## src/rtl/kbd_decoder.sv

```systemverilog
`default_nettype none
// ============================================================================
// kbd_decoder : PS/2 scan-code to ASCII decoder with show-ahead output FIFO
// Rev 1.0
// ============================================================================
module kbd_decoder #(
    parameter int FIFO_DEPTH = 4,
    parameter int COUNT_W    = 8
) (
    input  logic               clk,
    input  logic               reset,
    input  logic [7:0]         scan_in,
    input  logic               scan_valid,
    output logic [7:0]         ascii_out,
    output logic               ascii_valid,
    input  logic               ascii_ready,
    output logic               shift_on,
    output logic               caps_on,
    output logic [COUNT_W-1:0] key_count,
    output logic               overflow
);

    localparam int AW = $clog2(FIFO_DEPTH);

    typedef enum logic [1:0] {
        S_IDLE    = 2'd0,
        S_EXT     = 2'd1,
        S_BRK     = 2'd2,
        S_EXT_BRK = 2'd3
    } state_t;

    state_t             state_q, state_d;
    logic               lshift_q, lshift_d, rshift_q, rshift_d;
    logic               caps_q, caps_d, caps_held_q, caps_held_d;
    logic [7:0]         last_make_q, last_make_d;
    logic               held_q, held_d;
    logic [COUNT_W-1:0] count_q, count_d;
    logic               ovf_q, ovf_d;
    logic [AW:0]        wr_ptr_q, rd_ptr_q;
    logic [7:0]         mem_q [FIFO_DEPTH];

    logic       map_hit, map_letter;
    logic [7:0] map_char, push_char;
    logic       push, pop, wr_en, full, empty;

    always_comb begin
        map_hit    = 1'b1;
        map_letter = 1'b1;
        map_char   = 8'h00;
        unique case (scan_in)
            8'h1C: map_char = 8'h61; 8'h32: map_char = 8'h62; 8'h21: map_char = 8'h63;
            8'h23: map_char = 8'h64; 8'h24: map_char = 8'h65; 8'h2B: map_char = 8'h66;
            8'h34: map_char = 8'h67; 8'h33: map_char = 8'h68; 8'h43: map_char = 8'h69;
            8'h3B: map_char = 8'h6A; 8'h42: map_char = 8'h6B; 8'h4B: map_char = 8'h6C;
            8'h3A: map_char = 8'h6D; 8'h31: map_char = 8'h6E; 8'h44: map_char = 8'h6F;
            8'h4D: map_char = 8'h70; 8'h15: map_char = 8'h71; 8'h2D: map_char = 8'h72;
            8'h1B: map_char = 8'h73; 8'h2C: map_char = 8'h74; 8'h3C: map_char = 8'h75;
            8'h2A: map_char = 8'h76; 8'h1D: map_char = 8'h77; 8'h22: map_char = 8'h78;
            8'h35: map_char = 8'h79; 8'h1A: map_char = 8'h7A;
            default: begin
                map_letter = 1'b0;
                unique case (scan_in)
                    8'h45: map_char = 8'h30; 8'h16: map_char = 8'h31; 8'h1E: map_char = 8'h32;
                    8'h26: map_char = 8'h33; 8'h25: map_char = 8'h34; 8'h2E: map_char = 8'h35;
                    8'h36: map_char = 8'h36; 8'h3D: map_char = 8'h37; 8'h3E: map_char = 8'h38;
                    8'h46: map_char = 8'h39;
                    8'h29: map_char = 8'h20; 8'h5A: map_char = 8'h0D; 8'h66: map_char = 8'h08;
                    default: map_hit = 1'b0;
                endcase
            end
        endcase
    end

    // Case comes from the registered modifier state, not this byte's effect.
    assign push_char = (map_letter && (shift_on ^ caps_q)) ? (map_char - 8'h20) : map_char;

    assign empty = (wr_ptr_q == rd_ptr_q);
    assign full  = (wr_ptr_q[AW] != rd_ptr_q[AW]) && (wr_ptr_q[AW-1:0] == rd_ptr_q[AW-1:0]);
    assign pop   = ascii_valid & ascii_ready;
    assign wr_en = push & (~full | pop);

    always_comb begin
        state_d     = state_q;
        lshift_d    = lshift_q;
        rshift_d    = rshift_q;
        caps_d      = caps_q;
        caps_held_d = caps_held_q;
        last_make_d = last_make_q;
        held_d      = held_q;
        count_d     = count_q;
        ovf_d       = ovf_q;
        push        = 1'b0;
        if (scan_valid) begin
            unique case (state_q)
                S_IDLE: begin
                    if (scan_in == 8'hF0) begin
                        state_d = S_BRK;
                    end else if (scan_in == 8'hE0) begin
                        state_d = S_EXT;
                    end else if (scan_in == 8'h12) begin
                        lshift_d = 1'b1;
                    end else if (scan_in == 8'h59) begin
                        rshift_d = 1'b1;
                    end else if (scan_in == 8'h58) begin
                        // Caps-lock has its own held flag so typematic repeats don't re-toggle.
                        if (!caps_held_q) caps_d = ~caps_q;
                        caps_held_d = 1'b1;
                    end else begin
                        last_make_d = scan_in;
                        held_d      = 1'b1;
                        if (map_hit) begin
                            push = 1'b1;
                            if (!(held_q && (scan_in == last_make_q)))
                                count_d = count_q + COUNT_W'(1);
                        end
                    end
                end
                S_EXT: state_d = (scan_in == 8'hF0) ? S_EXT_BRK : S_IDLE;
                S_BRK: begin
                    state_d = S_IDLE;
                    if (scan_in == 8'h12) lshift_d = 1'b0;
                    if (scan_in == 8'h59) rshift_d = 1'b0;
                    if (scan_in == 8'h58) caps_held_d = 1'b0;
                    if (scan_in == last_make_q) held_d = 1'b0;
                end
                default: state_d = S_IDLE;
            endcase
        end
        if (push && full && !pop) ovf_d = 1'b1;
    end

    always_ff @(posedge clk or negedge reset) begin
        if (!reset) begin
            state_q     <= S_IDLE;
            lshift_q    <= 1'b0;
            rshift_q    <= 1'b0;
            caps_q      <= 1'b0;
            caps_held_q <= 1'b0;
            last_make_q <= 8'h00;
            held_q      <= 1'b0;
            count_q     <= '0;
            ovf_q       <= 1'b0;
            wr_ptr_q    <= '0;
            rd_ptr_q    <= '0;
        end else begin
            state_q     <= state_d;
            lshift_q    <= lshift_d;
            rshift_q    <= rshift_d;
            caps_q      <= caps_d;
            caps_held_q <= caps_held_d;
            last_make_q <= last_make_d;
            held_q      <= held_d;
            count_q     <= count_d;
            ovf_q       <= ovf_d;
            if (wr_en) wr_ptr_q <= wr_ptr_q + 1'b1;
            if (pop)   rd_ptr_q <= rd_ptr_q + 1'b1;
        end
    end

    always_ff @(posedge clk) begin
        if (wr_en) mem_q[wr_ptr_q[AW-1:0]] <= push_char;
    end

    assign ascii_valid = ~empty;
    assign ascii_out   = empty ? 8'h00 : mem_q[rd_ptr_q[AW-1:0]];
    assign shift_on    = lshift_q | rshift_q;
    assign caps_on     = caps_q;
    assign key_count   = count_q;
    assign overflow    = ovf_q;

endmodule
`default_nettype wire

```

## config.mk

```make
export PLATFORM = sky130hd
export DESIGN_NAME = kbd_decoder
export DESIGN_NICKNAME = d
export VERILOG_FILES = /design/src/rtl/kbd_decoder.sv
export SDC_FILE = /design/constraint.sdc
export NUM_CORES = 1
export LEC_CHECK = 0
export BUFFER_PORTS_ARGS = -buffer_cell sky130_fd_sc_hd__buf_2
export CORE_MARGIN = 1
export CORE_UTILIZATION = 55
export CTS_CLUSTER_SIZE = 10
export DETAILED_ROUTE_END_ITERATION = 6
export GPL_TIMING_DRIVEN = 0
export PLACE_DENSITY = 0.71
export SLEW_MARGIN = 25
export SYNTH_ARGS = -nofsm -noshare
export SYNTH_HDL_FRONTEND = slang
export SYNTH_SLANG_ARGS = --single-unit
```

## constraint.sdc

```tcl
create_clock -name clk -period 2.65 [get_ports clk]
set_input_delay 0.6625 -clock clk [delete_from_list [all_inputs] [get_ports clk]]
set_output_delay 0.6625 -clock clk [all_outputs]
set_load 0.005 [all_outputs]
```

==> run_results.csv <==
group,metric,value,unit
run_status,status,"complete, but fails checks",
run_status,violations,"DRC",
yosys,yosysUniqueCellTypes,59,
placement,finalWeightedCongestion,0.909,
global_routing,grt_usage,23.9,%
timing,relSlewSlack,57.0,%
clocking,cts_tree,"done",
setup_path,crit_required,2870,ps
global_routing,antenna_found_initial,0,
placement,io_buffers,28,
timing,hold_violations,0,
route,firstDrtPassIters,6,
floorplanning,rows,29,
route,drt-total-wl,7840,um
power,max-vdd-ir-drop,0.425,mV
timing,tightest_slew,645,ps
timing,fin_crit_sh,97.0,%
setup_path,r2r_end,"key_count[1]$_DFFE_PN0P_",
clocking,path_clk_slew,70,ps
setup_path,worstSetupPathType,"in -> reg",
floorplanning,initial_core_util,57.4,%
cells_and_area,diodes,0,
power,p_sw_share,30.6,%
yosys,syn_avg_cell_area,11.2,sq um
yosys,synth_top_family_by_area,"simple AND/OR/NAND/NOR gates",
yosys,synth_adder_area_share,2.04,%
power,finalPower,3.03,mW
clocking,cts_root_buf,"clkbuf_8",
yosys,synth-seq-cells,62,
power,netSwitchingPower,927,uW
yosys,synth-edff-count,32,
yosys,synthTopCellsByArea,"edfxtp_1, dfrtp_1, xnor2_1, mux4_2, mux2_2",
timing,timing.hold.ws,342,ps
yosys,muxShareOfSynthArea,9.44,%
timing,rsz0062_at_grt,"true",
flow_run,cap_violations,0,
setup_path,start_kind,"input port",
floorplanning,die_x,83.8,um
route,remaining_drc_errors,6,
placement,dpl_cell_area,3930,sq um
yosys,synth_top_area_share,26.1,%
floorplanning,dieArea,7030,sq um
route,drtIter0Drc,164,
timing,drv_slew,0,
cells_and_area,post-route-cell-area,4180,sq um
timing,fmax,0.389,GHz
clocking,clock_latency,340,ps
global_routing,first_global_vias,2584,
yosys,synth_compound_area_share,11.2,%
yosys,yosys.area.top_type,"edfxtp_1",
setup_path,rrSetupSlack,410,ps
power,p_int,2.10,mW
yosys,yosys_warnings,0,
clocking,cts_hold_buf,0,
placement,dp_hpwl,5620,um
timing,fin_crit,2570,ps
cells_and_area,drive_gt1_share,27.1,%
global_routing,grt_max_degree,31,
power,power_frac_seq,41.1,%
setup_path,r2r_cells,6,
yosys,synth_simple_gate_area_share,19.9,%
power,leakage,1.65,nW
setup_path,end_kind,"flop",
clocking,cts_buffer_depth,2,
route,vias,2739,
global_routing,grt_pass1_wl,12900,um
timing,clock_skew,7.20,ps
yosys,synth_cells,329,
setup_path,crit_path_max_fanout,10,
power,comb_power_share,31.7,%
clocking,clock_sinks,62,
clocking,h-tree-depth,3,
floorplanning,coreArea,6420,sq um
yosys,yosys.cell_count.top_type,"edfxtp_1",
yosys,synthFlopType,"edfxtp_1",
yosys,synth_common_cells,"edfxtp_1, dfrtp_1, nand2_1",
power,powerDensity,725,nW/um^2
route,ant_nets,0,
power,clkPwrFrac,27.2,%
floorplanning,ios,32,
route,post_drt_wl_per_cell,17.3,um
timing,setup_viol,0,
hold_path,hold_class,"in -> async",
yosys,synthArstFlopShare,48.4,%
yosys,seq_area_frac_synth,46.5,%
clocking,cts_buffers,9,
yosys,synthXorXnorAreaFrac,7.13,%
route,vias_per_cell,6.03,
setup_path,r2r_start,"state_q[0]$_DFFE_PN0P_",
setup_path,critPathArrivalTime,2800,ps
cells_and_area,syn2layout_area_growth,13.5,%
yosys,syn-cell-area,3680,sq um
global_routing,globalRouteOverflowTotal,0,
cells_and_area,final_net_count,391,
floorplanning,die_h,83.8,um
[cells by family (layout without fill, tap and decap cells)]
family                     Yosys count  in the layout
AOI/OAI and AO/OA                   54             54
buffers and inverters               27             72
xor gates and xnor gates            30             30
adders and majority gates            6              6
and+or+nand+nor                    126            126
other                                1              4
DFF                                 62             62
muxes                               23             23
[power groups by stage]
stage / clock (mW) / sequential (mW) / combinational [mW]
3_5_place_dp: 0 / 1.26 / 0.962
5_1_grt: 0.882 / 1.26 / 1.08
6_report: 0.823 / 1.25 / 0.961
2_1_floorplan: 0 / 1.25 / 0.659
4_1_cts: 0.841 / 1.25 / 0.965
3_3_place_gp: 0 / 1.26 / 0.936
[layout by cell type, fill, tap and decap left out, types with 3 or more instances in the layout]
cell type / Yosys / final
xor2_1: 8 / 8
nand2_1: 27 / 27
dfrtp_1: 30 / 30
nand4_1: 9 / 9
nand2b_1: 4 / 4
a211oi_1: 3 / 3
edfxtp_1: 32 / 32
a211oi_2: 3 / 3
nand3b_1: 3 / 3
o21ai_0: 14 / 13
nor2b_1: 9 / 8
or3_1: 4 / 4
buf_4: 2 / 4
mux2_2: 14 / 14
clkbuf_8: 0 / 12
nor3_1: 6 / 6
conb_1: 1 / 4
clkbuf_2: 0 / 4
nor3b_1: 5 / 5
inv_1: 5 / 5
mux4_2: 8 / 8
and2_1: 11 / 8
buf_1: 4 / 3
a31oi_1: 3 / 3
nor2_1: 16 / 16
buf_2: 10 / 37
nand3_1: 15 / 15
ha_1: 6 / 6
and2_4: 1 / 4
xnor2_1: 22 / 22
a21o_1: 3 / 3
o211ai_1: 5 / 5
a21oi_1: 6 / 6
[how the worst max path moves through the flow]
stage	startpoint	endpoint	slack (ps)
2_1_floorplan	scan_in[5]	mem_q[1][0]$_DFFE_PP_	40
3_3_place_gp	scan_in[5]	mem_q[0][0]$_DFFE_PP_	-460
3_5_place_dp	scan_in[5]	mem_q[0][0]$_DFFE_PP_	-450
4_1_cts	rd_ptr_q[0]$_DFFE_PN0P_	ascii_out[4]	9
5_1_grt	scan_in[3]	wr_ptr_q[2]$_DFFE_PN0P_	-3
6_report	scan_in[7]	key_count[1]$_DFFE_PN0P_	80
[repair_timing]
item                       CTS  global route
gates resized for setup      4            13
setup buffers                0             2
pin swaps                    0             2
setup endpoints to repair   33            54
gates cloned                 0             0
[per-stage QoR]
stage / utilization (%) / cells / setup slack, ps / setup TNS [ps]
3_5_place_dp: 61.2 / 437 / -452 / -16730
2_1_floorplan: - / 332 / 37.5 / 0
4_1_cts: 64.4 / 452 / 9.19 / 0
3_3_place_gp: 61.2 / 437 / -457 / -15700
6_report: 65.1 / 454 / 79.7 / 0
5_1_grt: 65.1 / 454 / -2.66 / -2.66
[layer usage]
layer,routed length [um],vias up,track usage (%)
met5,0,-,0
met3,450,16,5.74
met1,3460,1313,31.0
met4,125,0,9.40
met2,3810,109,38.9
li1,-,1301,-
[state kept, by name, indices dropped and copies added (netlist names)]
name         count
rshift_q         1
mem_q           32
held_q           1
last_make_q      8
wr_ptr_q         3
caps_held_q      1
overflow         1
rd_ptr_q         3
key_count        8
state_q          2
caps_on          1
lshift_q         1
[cell type report]
type                       count  area (sq um)
tap                           77          96.3
sequential                    62          1710
fill                         524          2240
timing repair buffer          30           155
clock buffer                  13           190
inverter                       5          18.8
multi-input combinational    243          1870
buffer                        22           125
clock inverter                 2          11.3
[critical path: stages]
cell	delay [ps]
buf_2	150
buf_6	160
nor3b_4	340
o21ai_0	140
a211oi_1	330
a211oi_2	80
buf_4	170
buf_4	140
a31oi_4	250
mux2_2	370
Power figures use the tool's default switching activity.
